File: src/rtl/decode_queue.sv
// decode_queue: RV32I+M decoder feeding a DEPTH-entry circular FIFO.
// Fetch pushes {pc, instr} over in_valid/in_ready. The instruction is decoded
// on write, so each queue entry holds a ready-to-use control bundle. Execute
// pops the head over out_valid/out_ready. flush discards every queued entry.
// Optional feature macro: DECODE_ILLEGAL_EN adds the out_illegal port, which
// carries a per-entry flag for undecodable encodings.
module decode_queue #(
  parameter int DEPTH = 4,
  parameter int PC_W  = 32
) (
  input  logic                     clk,
  input  logic                     rst_n,
  input  logic                     flush,
  input  logic                     in_valid,
  output logic                     in_ready,
  input  logic [PC_W-1:0]          in_pc,
  input  logic [31:0]              in_instr,
  output logic                     out_valid,
  input  logic                     out_ready,
  output logic [PC_W-1:0]          out_pc,
  output logic [4:0]               out_rd,
  output logic [4:0]               out_rs1,
  output logic [4:0]               out_rs2,
  output logic [2:0]               out_funct3,
  output logic [31:0]              out_imm,
  output logic [14:0]              out_ctrl,
`ifdef DECODE_ILLEGAL_EN
  output logic                     out_illegal,
`endif
  output logic [$clog2(DEPTH):0]   count
);

  localparam int PTR_W = $clog2(DEPTH);
  localparam int CNT_W = PTR_W + 1;

  // Major opcodes
  localparam logic [6:0] OP_R      = 7'b0110011;
  localparam logic [6:0] OP_IMM    = 7'b0010011;
  localparam logic [6:0] OP_LOAD   = 7'b0000011;
  localparam logic [6:0] OP_STORE  = 7'b0100011;
  localparam logic [6:0] OP_BRANCH = 7'b1100011;
  localparam logic [6:0] OP_JAL    = 7'b1101111;
  localparam logic [6:0] OP_JALR   = 7'b1100111;
  localparam logic [6:0] OP_LUI    = 7'b0110111;
  localparam logic [6:0] OP_AUIPC  = 7'b0010111;

  // funct7 values accepted on R-type
  localparam logic [6:0] F7_BASE   = 7'b0000000;
  localparam logic [6:0] F7_ALT    = 7'b0100000;
  localparam logic [6:0] F7_MULDIV = 7'b0000001;

  // ALU operation codes
  localparam logic [3:0] ALU_ADD  = 4'b0000;
  localparam logic [3:0] ALU_SUB  = 4'b0001;
  localparam logic [3:0] ALU_AND  = 4'b0010;
  localparam logic [3:0] ALU_OR   = 4'b0011;
  localparam logic [3:0] ALU_XOR  = 4'b0100;
  localparam logic [3:0] ALU_SLL  = 4'b0101;
  localparam logic [3:0] ALU_SRL  = 4'b0110;
  localparam logic [3:0] ALU_SRA  = 4'b0111;
  localparam logic [3:0] ALU_SLT  = 4'b1000;
  localparam logic [3:0] ALU_SLTU = 4'b1001;

  // Bit positions inside the 15-bit control bundle; alu_ctrl occupies [3:0]
  localparam int C_REG_WRITE  = 14;
  localparam int C_ALU_SRC    = 13;
  localparam int C_MEM_READ   = 12;
  localparam int C_MEM_WRITE  = 11;
  localparam int C_MEM_TO_REG = 10;
  localparam int C_BRANCH     = 9;
  localparam int C_JUMP       = 8;
  localparam int C_JALR       = 7;
  localparam int C_IS_LUI     = 6;
  localparam int C_IS_AUIPC   = 5;
  localparam int C_IS_MULDIV  = 4;

  typedef struct packed {
    logic [31:0] imm;
    logic [14:0] ctrl;
  } dec_t;

  typedef struct packed {
    logic [PC_W-1:0] pc;
    logic [4:0]      rd;
    logic [4:0]      rs1;
    logic [4:0]      rs2;
    logic [2:0]      funct3;
    logic [31:0]     imm;
    logic [14:0]     ctrl;
`ifdef DECODE_ILLEGAL_EN
    logic            illegal;
`endif
  } entry_t;

  // Base ALU operation selected by funct3 alone (no SUB/SRA refinement)
  function automatic logic [3:0] alu_from_funct3(input logic [2:0] f3);
    logic [3:0] op;
    case (f3)
      3'b000:  op = ALU_ADD;
      3'b001:  op = ALU_SLL;
      3'b010:  op = ALU_SLT;
      3'b011:  op = ALU_SLTU;
      3'b100:  op = ALU_XOR;
      3'b101:  op = ALU_SRL;
      3'b110:  op = ALU_OR;
      3'b111:  op = ALU_AND;
      default: op = ALU_ADD;
    endcase
    return op;
  endfunction

  // Full decode of one instruction word into immediate plus control bundle.
  // Anything not recognised stays all-zero, i.e. behaves as a NOP.
  function automatic dec_t decode_instr(input logic [31:0] instr);
    dec_t        d;
    logic [3:0]  alu_base;
    logic [2:0]  f3;
    logic [6:0]  f7;
    logic [31:0] imm_i;
    logic [31:0] imm_s;
    logic [31:0] imm_b;
    logic [31:0] imm_j;
    logic [31:0] imm_u;
    d        = '0;
    f3       = instr[14:12];
    f7       = instr[31:25];
    alu_base = alu_from_funct3(f3);
    imm_i    = {{20{instr[31]}}, instr[31:20]};
    imm_s    = {{20{instr[31]}}, instr[31:25], instr[11:7]};
    imm_b    = {{19{instr[31]}}, instr[31], instr[7], instr[30:25], instr[11:8], 1'b0};
    imm_j    = {{11{instr[31]}}, instr[31], instr[19:12], instr[20], instr[30:21], 1'b0};
    imm_u    = {instr[31:12], 12'h000};
    case (instr[6:0])
      OP_R: begin
        if (f7 == F7_MULDIV) begin
          d.ctrl[C_REG_WRITE] = 1'b1;
          d.ctrl[C_IS_MULDIV] = 1'b1;
          d.ctrl[3:0]         = ALU_ADD;
        end else if ((f7 == F7_BASE) || (f7 == F7_ALT)) begin
          d.ctrl[C_REG_WRITE] = 1'b1;
          if (instr[30] && (f3 == 3'b000)) begin
            d.ctrl[3:0] = ALU_SUB;
          end else if (instr[30] && (f3 == 3'b101)) begin
            d.ctrl[3:0] = ALU_SRA;
          end else begin
            d.ctrl[3:0] = alu_base;
          end
        end else begin
          d = '0;
        end
      end
      OP_IMM: begin
        d.ctrl[C_REG_WRITE] = 1'b1;
        d.ctrl[C_ALU_SRC]   = 1'b1;
        d.imm               = imm_i;
        // Immediate forms never subtract; bit 30 only distinguishes SRAI
        if (instr[30] && (f3 == 3'b101)) begin
          d.ctrl[3:0] = ALU_SRA;
        end else begin
          d.ctrl[3:0] = alu_base;
        end
      end
      OP_LOAD: begin
        d.ctrl[C_REG_WRITE]  = 1'b1;
        d.ctrl[C_ALU_SRC]    = 1'b1;
        d.ctrl[C_MEM_READ]   = 1'b1;
        d.ctrl[C_MEM_TO_REG] = 1'b1;
        d.ctrl[3:0]          = ALU_ADD;
        d.imm                = imm_i;
      end
      OP_STORE: begin
        d.ctrl[C_ALU_SRC]   = 1'b1;
        d.ctrl[C_MEM_WRITE] = 1'b1;
        d.ctrl[3:0]         = ALU_ADD;
        d.imm               = imm_s;
      end
      OP_BRANCH: begin
        d.ctrl[C_BRANCH] = 1'b1;
        d.ctrl[3:0]      = ALU_SUB;
        d.imm            = imm_b;
      end
      OP_JAL: begin
        d.ctrl[C_REG_WRITE] = 1'b1;
        d.ctrl[C_JUMP]      = 1'b1;
        d.imm               = imm_j;
      end
      OP_JALR: begin
        d.ctrl[C_REG_WRITE] = 1'b1;
        d.ctrl[C_JALR]      = 1'b1;
        d.ctrl[C_ALU_SRC]   = 1'b1;
        d.imm               = imm_i;
      end
      OP_LUI: begin
        d.ctrl[C_REG_WRITE] = 1'b1;
        d.ctrl[C_IS_LUI]    = 1'b1;
        d.imm               = imm_u;
      end
      OP_AUIPC: begin
        d.ctrl[C_REG_WRITE] = 1'b1;
        d.ctrl[C_IS_AUIPC]  = 1'b1;
        d.imm               = imm_u;
      end
      default: d = '0;
    endcase
    return d;
  endfunction

`ifdef DECODE_ILLEGAL_EN
  // Flags encodings the decoder cannot honour; a low-bit pair other than 2'b11
  // can never match a known opcode and so lands in the default arm.
  function automatic logic is_illegal(input logic [31:0] instr);
    logic ill;
    case (instr[6:0])
      OP_R:      ill = !((instr[31:25] == F7_BASE) || (instr[31:25] == F7_ALT) ||
                         (instr[31:25] == F7_MULDIV));
      OP_IMM,
      OP_LOAD,
      OP_STORE,
      OP_BRANCH,
      OP_JAL,
      OP_JALR,
      OP_LUI,
      OP_AUIPC:  ill = 1'b0;
      default:   ill = 1'b1;
    endcase
    return ill;
  endfunction
`endif

  logic [PTR_W-1:0] wr_ptr_r;
  logic [PTR_W-1:0] rd_ptr_r;
  logic [CNT_W-1:0] count_r;
  entry_t           mem_r [DEPTH];

  logic   full_s;
  logic   empty_s;
  logic   push_s;
  logic   pop_s;
  dec_t   dec_s;
  entry_t wr_entry_s;
  entry_t head_s;

  // Occupancy flags and handshake qualifiers
  always_comb begin
    full_s  = (count_r == CNT_W'(DEPTH));
    empty_s = (count_r == {CNT_W{1'b0}});
    push_s  = in_valid && !full_s;
    pop_s   = out_ready && !empty_s;
  end

  // Decode the offered instruction into the entry that would be written
  always_comb begin
    dec_s             = decode_instr(in_instr);
    wr_entry_s        = '0;
    wr_entry_s.pc     = in_pc;
    wr_entry_s.rd     = in_instr[11:7];
    wr_entry_s.rs1    = in_instr[19:15];
    wr_entry_s.rs2    = in_instr[24:20];
    wr_entry_s.funct3 = in_instr[14:12];
    wr_entry_s.imm    = dec_s.imm;
    wr_entry_s.ctrl   = dec_s.ctrl;
`ifdef DECODE_ILLEGAL_EN
    wr_entry_s.illegal = is_illegal(in_instr);
`endif
  end

  // Pointer and occupancy state; flush wins over any push or pop that cycle
  always_ff @(posedge clk or negedge rst_n) begin
    if (!rst_n) begin
      wr_ptr_r <= {PTR_W{1'b0}};
      rd_ptr_r <= {PTR_W{1'b0}};
      count_r  <= {CNT_W{1'b0}};
    end else if (flush) begin
      wr_ptr_r <= {PTR_W{1'b0}};
      rd_ptr_r <= {PTR_W{1'b0}};
      count_r  <= {CNT_W{1'b0}};
    end else begin
      if (push_s) begin
        wr_ptr_r <= wr_ptr_r + PTR_W'(1);
      end else begin
        wr_ptr_r <= wr_ptr_r;
      end
      if (pop_s) begin
        rd_ptr_r <= rd_ptr_r + PTR_W'(1);
      end else begin
        rd_ptr_r <= rd_ptr_r;
      end
      case ({push_s, pop_s})
        2'b10:   count_r <= count_r + CNT_W'(1);
        2'b01:   count_r <= count_r - CNT_W'(1);
        default: count_r <= count_r;
      endcase
    end
  end

  // Entry storage; contents are left as-is by reset and flush
  always_ff @(posedge clk) begin
    if (push_s && !flush) begin
      mem_r[wr_ptr_r] <= wr_entry_s;
    end else begin
      mem_r[wr_ptr_r] <= mem_r[wr_ptr_r];
    end
  end

  // Head entry, forced to zero while the queue is empty
  always_comb begin
    head_s = '0;
    if (!empty_s) begin
      head_s = mem_r[rd_ptr_r];
    end else begin
      head_s = '0;
    end
  end

  assign in_ready   = !full_s;
  assign out_valid  = !empty_s;
  assign count      = count_r;
  assign out_pc     = head_s.pc;
  assign out_rd     = head_s.rd;
  assign out_rs1    = head_s.rs1;
  assign out_rs2    = head_s.rs2;
  assign out_funct3 = head_s.funct3;
  assign out_imm    = head_s.imm;
  assign out_ctrl   = head_s.ctrl;
`ifdef DECODE_ILLEGAL_EN
  assign out_illegal = head_s.illegal;
`endif

endmodule

File: config.mk
export PLATFORM = sky130hd
export DESIGN_NAME = decode_queue
export DESIGN_NICKNAME = d
export VERILOG_FILES = /design/src/rtl/decode_queue.sv
export SDC_FILE = /design/constraint.sdc
export NUM_CORES = 1
export LEC_CHECK = 0
export CAP_MARGIN = 25
export CORE_MARGIN = 3
export CORE_UTILIZATION = 56
export CTS_CLUSTER_DIAMETER = 120
export DETAILED_ROUTE_END_ITERATION = 8
export PLACE_DENSITY = 0.79
export SETUP_SLACK_MARGIN = 0.05
export SLEW_MARGIN = 40
export SYNTH_ARGS = -nofsm -noshare
export SYNTH_HDL_FRONTEND = slang
export SYNTH_SLANG_ARGS = --single-unit
File: constraint.sdc
create_clock -name clk -period 5 [get_ports clk]
set_clock_uncertainty 0.2 [all_clocks]
set_input_delay 1 -clock clk [delete_from_list [all_inputs] [get_ports clk]]
set_output_delay 1 -clock clk [all_outputs]
set_load 0.05 [all_outputs]
**Word-level counts from Yosys, hierarchy flattened**

Memories as Yosys holds them, arrays and structs flattened.
Index checks and enable logic that the tools add are counted.

- Memories: 2
- Word-level logic and storage cells: 75
- Bits of input ports: 69
- Output and inout bits: 102
- Bits in read-only memories: 32
- Bits in registers: 7
- RAM bits: 388

Memory list:

| memory | words | width | read ports | clocked after Yosys merged registers in | write ports | RTL line | source |
|---|---|---|---|---|---|---|---|
| mem_r | 4 | 97 | 1 | 0 | 1 | 233 | `entry_t mem_r [DEPTH];` |
| (name not given) | 8 | 4 | 1 | 0 | 0 | 98 | `case (f3)` |

- Multiplexer cells: 29
- Add/sub/neg operators: 4
- Eq/ne operators: 16
- Bitwise logic cells: 1
- Reductions and logical operators: 20

Operator list:

| operator | number |
|---|---|
| 2-to-1 mux 97 bit | 2 |
| one-hot mux 32 bit (5 select lines) | 1 |
| == test 7 x 6 -> 1 bit, second input constant | 4 |
| == test 7 bit, second input constant | 3 |
| == test 7 x 5 -> 1 bit, second input constant | 2 |
| 2-to-1 mux 1 bit | 14 |
| 2-to-1 mux 4 bit | 3 |
| one-hot mux 4 bit (3 select lines) | 1 |
| 2-to-1 mux 2 bit | 4 |
| == test 7 x 1 -> 1 bit, second input constant | 1 |
| == test 7 x 2 -> 1 bit, second input constant | 1 |
| zero test 7 bit | 1 |
| == test 3 bit, second input constant | 2 |
| zero test 3 bit | 2 |
| one-hot mux 3 bit (2 select lines) | 1 |
| OR reduction 6 bit | 1 |
| logical AND 1 bit | 5 |
| 2-to-1 mux 5 bit | 1 |
| adder 2 x 1 -> 2 bit, second input constant | 2 |
| nonzero test 2 bit | 2 |
| OR reduction 4 bit | 1 |
| adder 3 x 1 -> 3 bit, second input constant | 1 |
| zero test 1 bit | 3 |
| 2-to-1 mux 3 bit | 1 |
| other kinds (11) | 11 |

**Longest topological paths before layout**

Gate-level depths: netlist of the first run.

- Depth in word-level cells: 8
- Depth in mapped cells: 6
- Depth with buffers taken out: 5

**Worst setup path before layout of the first run**

OpenSTA, ideal clock, no wires.

- Path type: reg-to-reg
- From: register count_r[0] (netlist: count[0])
- To: memory mem_r[0][0] (netlist name), enable pin
- Clock period less this slack: 4.441 ns
- Stages on the path, launching flop included: 6
- Slack: 0.559 ns
- Path buffers: 1
- Arrival time: 3.775 ns
- Library setup time: 0.466 ns
- Required time: 4.334 ns
- Cells stage by stage: dfrtp_1 or3b_1 buf_2 nand2_1 nor2_1 and2_1

- Cells in the longest elaborated chain, start to end: 7
- Elaborated cells between the ends (all ways): 9
- Classes of those cells: eq/ne (1); mux (3); bitwise (1); reduce/logical (4)

RTL lines:

| what | RTL line | source |
|---|---|---|
| start, declared | 232 | `logic [CNT_W-1:0] count_r;` |
| start signal, assigned | 272 | `count_r <= {CNT_W{1'b0}};` |
| start signal, assigned | 276 | `count_r <= {CNT_W{1'b0}};` |
| start signal, assigned | 289 | `2'b10: count_r <= count_r + CNT_W'(1);` |
| == test 3 bit * | 245 | `full_s = (count_r == CNT_W'(DEPTH));` |
| zero test 1 bit * | - |  |
| via in_ready | 15 | `output logic in_ready,` |
| logical AND 1 bit * | 247 | `push_s = in_valid && !full_s;` |
| logical AND 1 bit * | 298 | `if (push_s && !flush) begin` |
| 2-to-1 mux 1 bit, on equally long branches | 298, 301 |  |
| 2-to-1 mux 1 bit (not written as such) or AND reduction 2 bit (tied branches) | - |  |
| bitwise OR 1 bit (no line) * | - |  |
| end, declared | 233 |  |

The timed path passes the listed nets; every way through them passes the cells marked *.

**Final worst setup path of the first run**

- From: register rd_ptr_r[0]
- To: output port out_imm[24]

- Cells in the longest elaborated chain, start to end: 2

RTL lines:

| what | RTL line | source |
|---|---|---|
| start, declared | 231 | `logic [PTR_W-1:0] rd_ptr_r;` |
| start signal, assigned | 271 | `rd_ptr_r <= {PTR_W{1'b0}};` |
| start signal, assigned | 275 | `rd_ptr_r <= {PTR_W{1'b0}};` |
| start signal, assigned | 284 | `rd_ptr_r <= rd_ptr_r + PTR_W'(1);` |
| memory (4 x 97 bit) | - |  |
| 2-to-1 mux 97 bit | 308 | `if (!empty_s) begin` |
| end, declared | 25 | `output logic [31:0] out_imm,` |

Every way passes these cells.

==> results of run 1 <==
worst max-delay path, stage by stage, from the launching register on:
cell             delay, ns
dfrtp_4               0.71
buf_4                 0.43
mux4_2                0.56
and2_1                0.19
clkdlybuf4s50_1       0.70
metal layers:
| metal | vias to the layer above | track usage, % |
|---|---|---|
| met2 | 338 | 34.3 |
| met3 | 57 | 5.64 |
| met1 | 4068 | 30.5 |
| met5 | - | 0 |
| li1 | 3440 | - |
| met4 | 6 | 5.37 |
cell type report:
cell class | instances | area share [%]
Multi-Input combinational cell | 320 | 19.2
Tap cell | 372 | 2.45
Timing Repair Buffer | 189 | 10.1
Clock inverter | 20 | 0.882
Inverter | 7 | 0.138
Sequential cell | 391 | 61.6
Clock buffer | 50 | 5.63
worst paths after layout:
| kind | start | end | slack [ns] | cells past startpoint |
|---|---|---|---|---|
| setup / recovery | rd_ptr_r[0] | out_imm[24] | 0.67 | 4 |
| hold / removal | wr_ptr_r[1] | wr_ptr_r[1] | 0.41 | 2 |
| setup reg to reg | count[2] | mem_r[2][77] | 2.18 | 5 |
| hold reg to reg | wr_ptr_r[1] | wr_ptr_r[1] | 0.41 | 2 |
| max in group asynchronous | rst_n | rd_ptr_r[0] | 3.74 | 1 |
| min in group asynchronous | rst_n | count[1] | 0.56 | 1 |
cell families after synthesis:
kind of cell | Yosys count | synth area share [%]
compound gates | 45 | 2.20
xor+xnor | 3 | 0.169
fa+ha+maj | 5 | 0.451
buf+inv | 47 | 1.33
flops | 391 | 75.3
mux | 98 | 14.0
simple gates | 169 | 6.49
synth_stat cells (all sizes together):
library cell  instances
nand3                 6
nand2b                4
nor4bb                1
o31ai                 1
or3                   1
nor4                  2
o2111ai               1
nand2                 5
fa                    1
a21oi                 3
clkbuf               24
nor3b                 3
nand4bb               1
a211oi                1
and2                101
buf                  16
nor3                 11
nor2b                 7
inv                   7
xnor2                 1
a21bo                 1
or4                   1
dfrtp                 7
mux4                 96
a21o                 22
and4b                 1
nor2                 18
a2111o                1
edfxtp              384
a22o                  4
or3b                  2
ha                    4
o21bai                1
o21a                  1
nor4b                 2
nand3b                2
xor2                  2
a31oi                 2
mux2                  1
o22ai                 2
or2                   1
o21ai                 5
mux2i                 1
registers in the layout, summed over array words and instances (netlist names):
register  count
mem_r       384
rd_ptr_r      2
wr_ptr_r      2
count         3
per-stage QoR:
step	worst slack, ns	power (W)	util, %
global route	0.446	0.0112	70.2
CTS	0.572	0.0109	70.1
finish	0.665	0.0108	70.2
floorplan	0.559	0.00675	-
detailed placement	1.14	0.00810	65.6
global placement	1.15	0.00806	65.6
power breakdown:
part / switching [W] / internal [W]
sequential: 0.000109 / 0.00382
combinational: 0.00259 / 0.00148
clock: 0.00113 / 0.00166
total: 0.00383 / 0.00696
==> run metrics, run 1 <==
status=completed; fin cells=1,349; multi-input logic area=3650 um^2; Yosys cell types=46; total CTS buffers=39; design area=19,000 um^2; Final Max Tran Viols=0; hold slack=0.407 ns; row count=60; Longest Clk Path Bufs=3; routed vias/inst=5.86; Max Cap Viol=0; Layout fillers=1,660; GP Congestion=0.762; post-route ant nets=0; DRC viols=0; PwrDens=568 nW/um^2; clk root buf=clkbuf_16; Seq. cell area=11,700 um^2; final global-route overflow total=0; most frequent cells in the layout=edfxtp_1, clkdlybuf4s50_1, and2_1; peak supply drop=0.459 mV; area share of the largest cell type after synthesis=74.2%; Synth area leader=edfxtp_1; number of port buffers=170; # IOs=171; Post-CTS Resized=0; # setup viols final=0; placed inst area=17,800 um^2; # Post-CTS Setup Buffers=0; diode count=0; core area=27,100 um^2; die height=173 um; Die Footprint=29,800 um^2; Worst-Skew Late Latency=0.51 ns; hpwl dp=19,100 um; Crit. End Element=primary output; first-pass GRT wire length=49,300 um; CP arrival=3.13 ns; Inst Count DP=1,279; area of the mapped netlist=15,500 um^2; unrepaired setup endpoints after global routing=false; Detail Route met3 WL=2660 um; minimum clock period=4.33 ns; most common cell after layout, fill and taps aside=edfxtp_1; Metal-1 WL=12,900 um; Synthesis Warnings=0; drt first pass iters=5; Setup CP Type=register to primary output; top achievable clock speed=231 MHz; gr usage total=21.5%; Cells after Synth=758; Worst EP required=3.80 ns; CP startpoint kind=register; flip-flop and latch count after synthesis=391; setup TNS=0 ns; Worst-Margin Slew=0.772 ns; vias=7,909; Layout Nets=1,022; leakage=6.32 nW; Mapped Avg Cell Area=20.5 um^2; slew margin rel.=48.1%; final hold violations=0; die width=173 um; CTS sink cnt=391; main area contributors after synthesis=edfxtp_1, mux4_2, and2_1; DR iter-0 viols=725; vias in the first global route=8,341; syn nets=832; max layer used=met5; post-synthesis sequential area ratio=75.3%; largest net degree at the start of global routing=65; P&R area growth vs syn=22.3%; Post-CTS Hold Fix Bufs=0; Clock Pin Slew Worst Setup and Hold Paths=0.06 ns; DR WL/cell=23.4 um; H-tree levels=2; fin crit share=86.7%; share of layout cells above drive strength 1=18.3%; CTS tree=yes; Worst Path Max Fanout=22; kind of path behind the tightest hold check=register to register; Starting Density=57.3%; initial antenna violation count=3; Routed WL=31,500 um; WL met2=15,200 um
Power figures use the tool's default switching activity.
==> inputs of run 2 (changes only) <==
--- a/config.mk
+++ b/config.mk
@@ -6,7 +6,7 @@
 export NUM_CORES = 1
 export LEC_CHECK = 0
 export CAP_MARGIN = 25
-export CORE_MARGIN = 3
+export CORE_MARGIN = 2
 export CORE_UTILIZATION = 56
 export CTS_CLUSTER_DIAMETER = 120
 export DETAILED_ROUTE_END_ITERATION = 8
==> run metrics, run 2 (synthesized netlist as in run 1, its figures left out) <==
Max Cap Viol=0; leakage=6.33 nW; vias in the first global route=8,233; gr usage total=22.4%; Longest Clk Path Bufs=3; Pint=0.00692 W; Starting Density=57.3%; # IOs=171; slowest stage cell, crit path=dfrtp_4; status=completed; row count=60; CP startpoint kind=register; grt met3 use=5.83%; GP Congestion=0.794; post-placement setup slack=1.11 ns; Worst EP required=3.80 ns; Final Max Tran Viols=0; Worst-Skew Late Latency=0.51 ns; share of power burned in registers=36.7%; die height=171 um; Top reg by flops=mem_r; hpwl dp=19,200 um; number of port buffers=170; CP max stage delay=0.86 ns; die width=171 um; P&R area growth vs syn=22.5%; first-pass GRT wire length=48,100 um; CTS tree=yes; DRC viols=0; Routed WL=31,600 um; Worst-Margin Slew=0.815 ns; sw power=0.00386 W; hold slack=0.383 ns; Largest register FFs=384; final hold violations=0; Setup CP Type=register to primary output; clock network power share=25.5%; Die Footprint=29,100 um^2; crit path launch=rd_ptr_r[0]; Worst Setup Slack, final=0.608 ns; vias=7,872; # setup viols final=0; Post-CTS Hold Fix Bufs=0; drt first pass iters=5; post-route ant nets=0; # Post-CTS Setup Buffers=0; most common cell after layout, fill and taps aside=edfxtp_1; Final Core Density=70.3%; clk root buf=clkbuf_16; Clock Pin Slew Worst Setup and Hold Paths=0.06 ns; CTS sink cnt=391; kind of path behind the tightest hold check=register to register; routed vias/inst=5.82; critical-path cell list=buf_4, mux4_2, and2_1, clkdlybuf4s50_1; share of layout cells above drive strength 1=18.8%; unrepaired setup endpoints after global routing=false; final global-route overflow total=0; H-tree levels=2; minimum clock period=4.39 ns; peak supply drop=0.404 mV; largest net degree at the start of global routing=76; core area=27,100 um^2; slew margin rel.=45.7%; top achievable clock speed=228 MHz; hold_sp=wr_ptr_r[1]; GR peak layer=met2; fin crit share=87.8%; reg2reg start=count[2]; setup TNS=0 ns; Layout Nets=1,024; routing usage on met2=36.2%; DR iter-0 viols=869; PwrDens=566 nW/um^2; Post-CTS Resized=0; initial antenna violation count=4; met1 Use GR=31.2%; Worst Path Max Fanout=30; logic gate share of total power=37.8%; switching share of total power=35.8%; Crit. End Element=primary output; CP arrival=3.19 ns; DR WL/cell=23.4 um; total CTS buffers=39; most frequent cells in the layout=edfxtp_1, clkdlybuf4s50_1, and2_1
## run 2: changes by cell type in the layout (fill, tap and decap cells not counted), sizes merged
cell / delta
buf: +2
inv: +2
bufinv: -1
clkbuf: +1
clkinv: -1
clkinvlp: -1
diode: +1
## run 2: cell type report
| class | count | area [um^2] |
|---|---|---|
| fill | 1693 | 8060 |
| clock inverter | 19 | 150 |
| sequential | 391 | 11700 |
| antenna | 1 | 2.50 |
| timing repair buffer | 191 | 1970 |
| clock buffer | 51 | 1060 |
| tap | 372 | 465 |
| multi-input combinational | 320 | 3650 |
| inverter | 7 | 26.3 |
## run 2: final timing paths
| check | endpoint | slack [ns] | cells past startpoint |
|---|---|---|---|
| worst min-delay path | wr_ptr_r[1] | 0.38 | 2 |
| max in group asynchronous | rd_ptr_r[0] | 3.79 | 1 |
| worst min register to register | wr_ptr_r[1] | 0.38 | 2 |
| worst max register to register | mem_r[3][74] | 2.13 | 5 |
| min in group asynchronous | count[0] | 0.54 | 1 |
| worst max-delay path | out_funct3[0] | 0.61 | 4 |
## run 2: power groups by stage
stage | combinational, W | sequential [W] | clock [W]
5_1_grt | 0.00427 | 0.00398 | 0.00292
6_report | 0.00407 | 0.00395 | 0.00275
4_1_cts | 0.00412 | 0.00396 | 0.00280
3_5_place_dp | 0.00410 | 0.00403 | 0
3_3_place_gp | 0.00408 | 0.00401 | 0
2_1_floorplan | 0.00277 | 0.00398 | 0
## run 2: worst max-delay path, delay by kind of cell, from the launching register on
family	cells	cell delay (ns)
mux	1	0.52
flops	1	0.86
simple gates	1	0.19
buf+inv	2	1.09
## run 2: metal layers
| metal | vias up | share of wire [%] | wire, um |
|---|---|---|---|
| li1 | 3455 | - | - |
| met4 | 4 | 1.5 | 475 |
| met1 | 4080 | 42 | 13200 |
| met3 | 42 | 7.9 | 2510 |
| met2 | 291 | 49 | 15400 |
| met5 | - | 0.085 | 27 |
## run 2: stage by stage
stage	power (W)	cell area, um^2	instances
after global routing	0.0112	19000	1351
after detailed placement	0.00812	17800	1281
after global placement	0.00809	17800	1281
final	0.0108	19000	1352
after floorplan	0.00675	15500	758
after CTS	0.0109	19000	1351
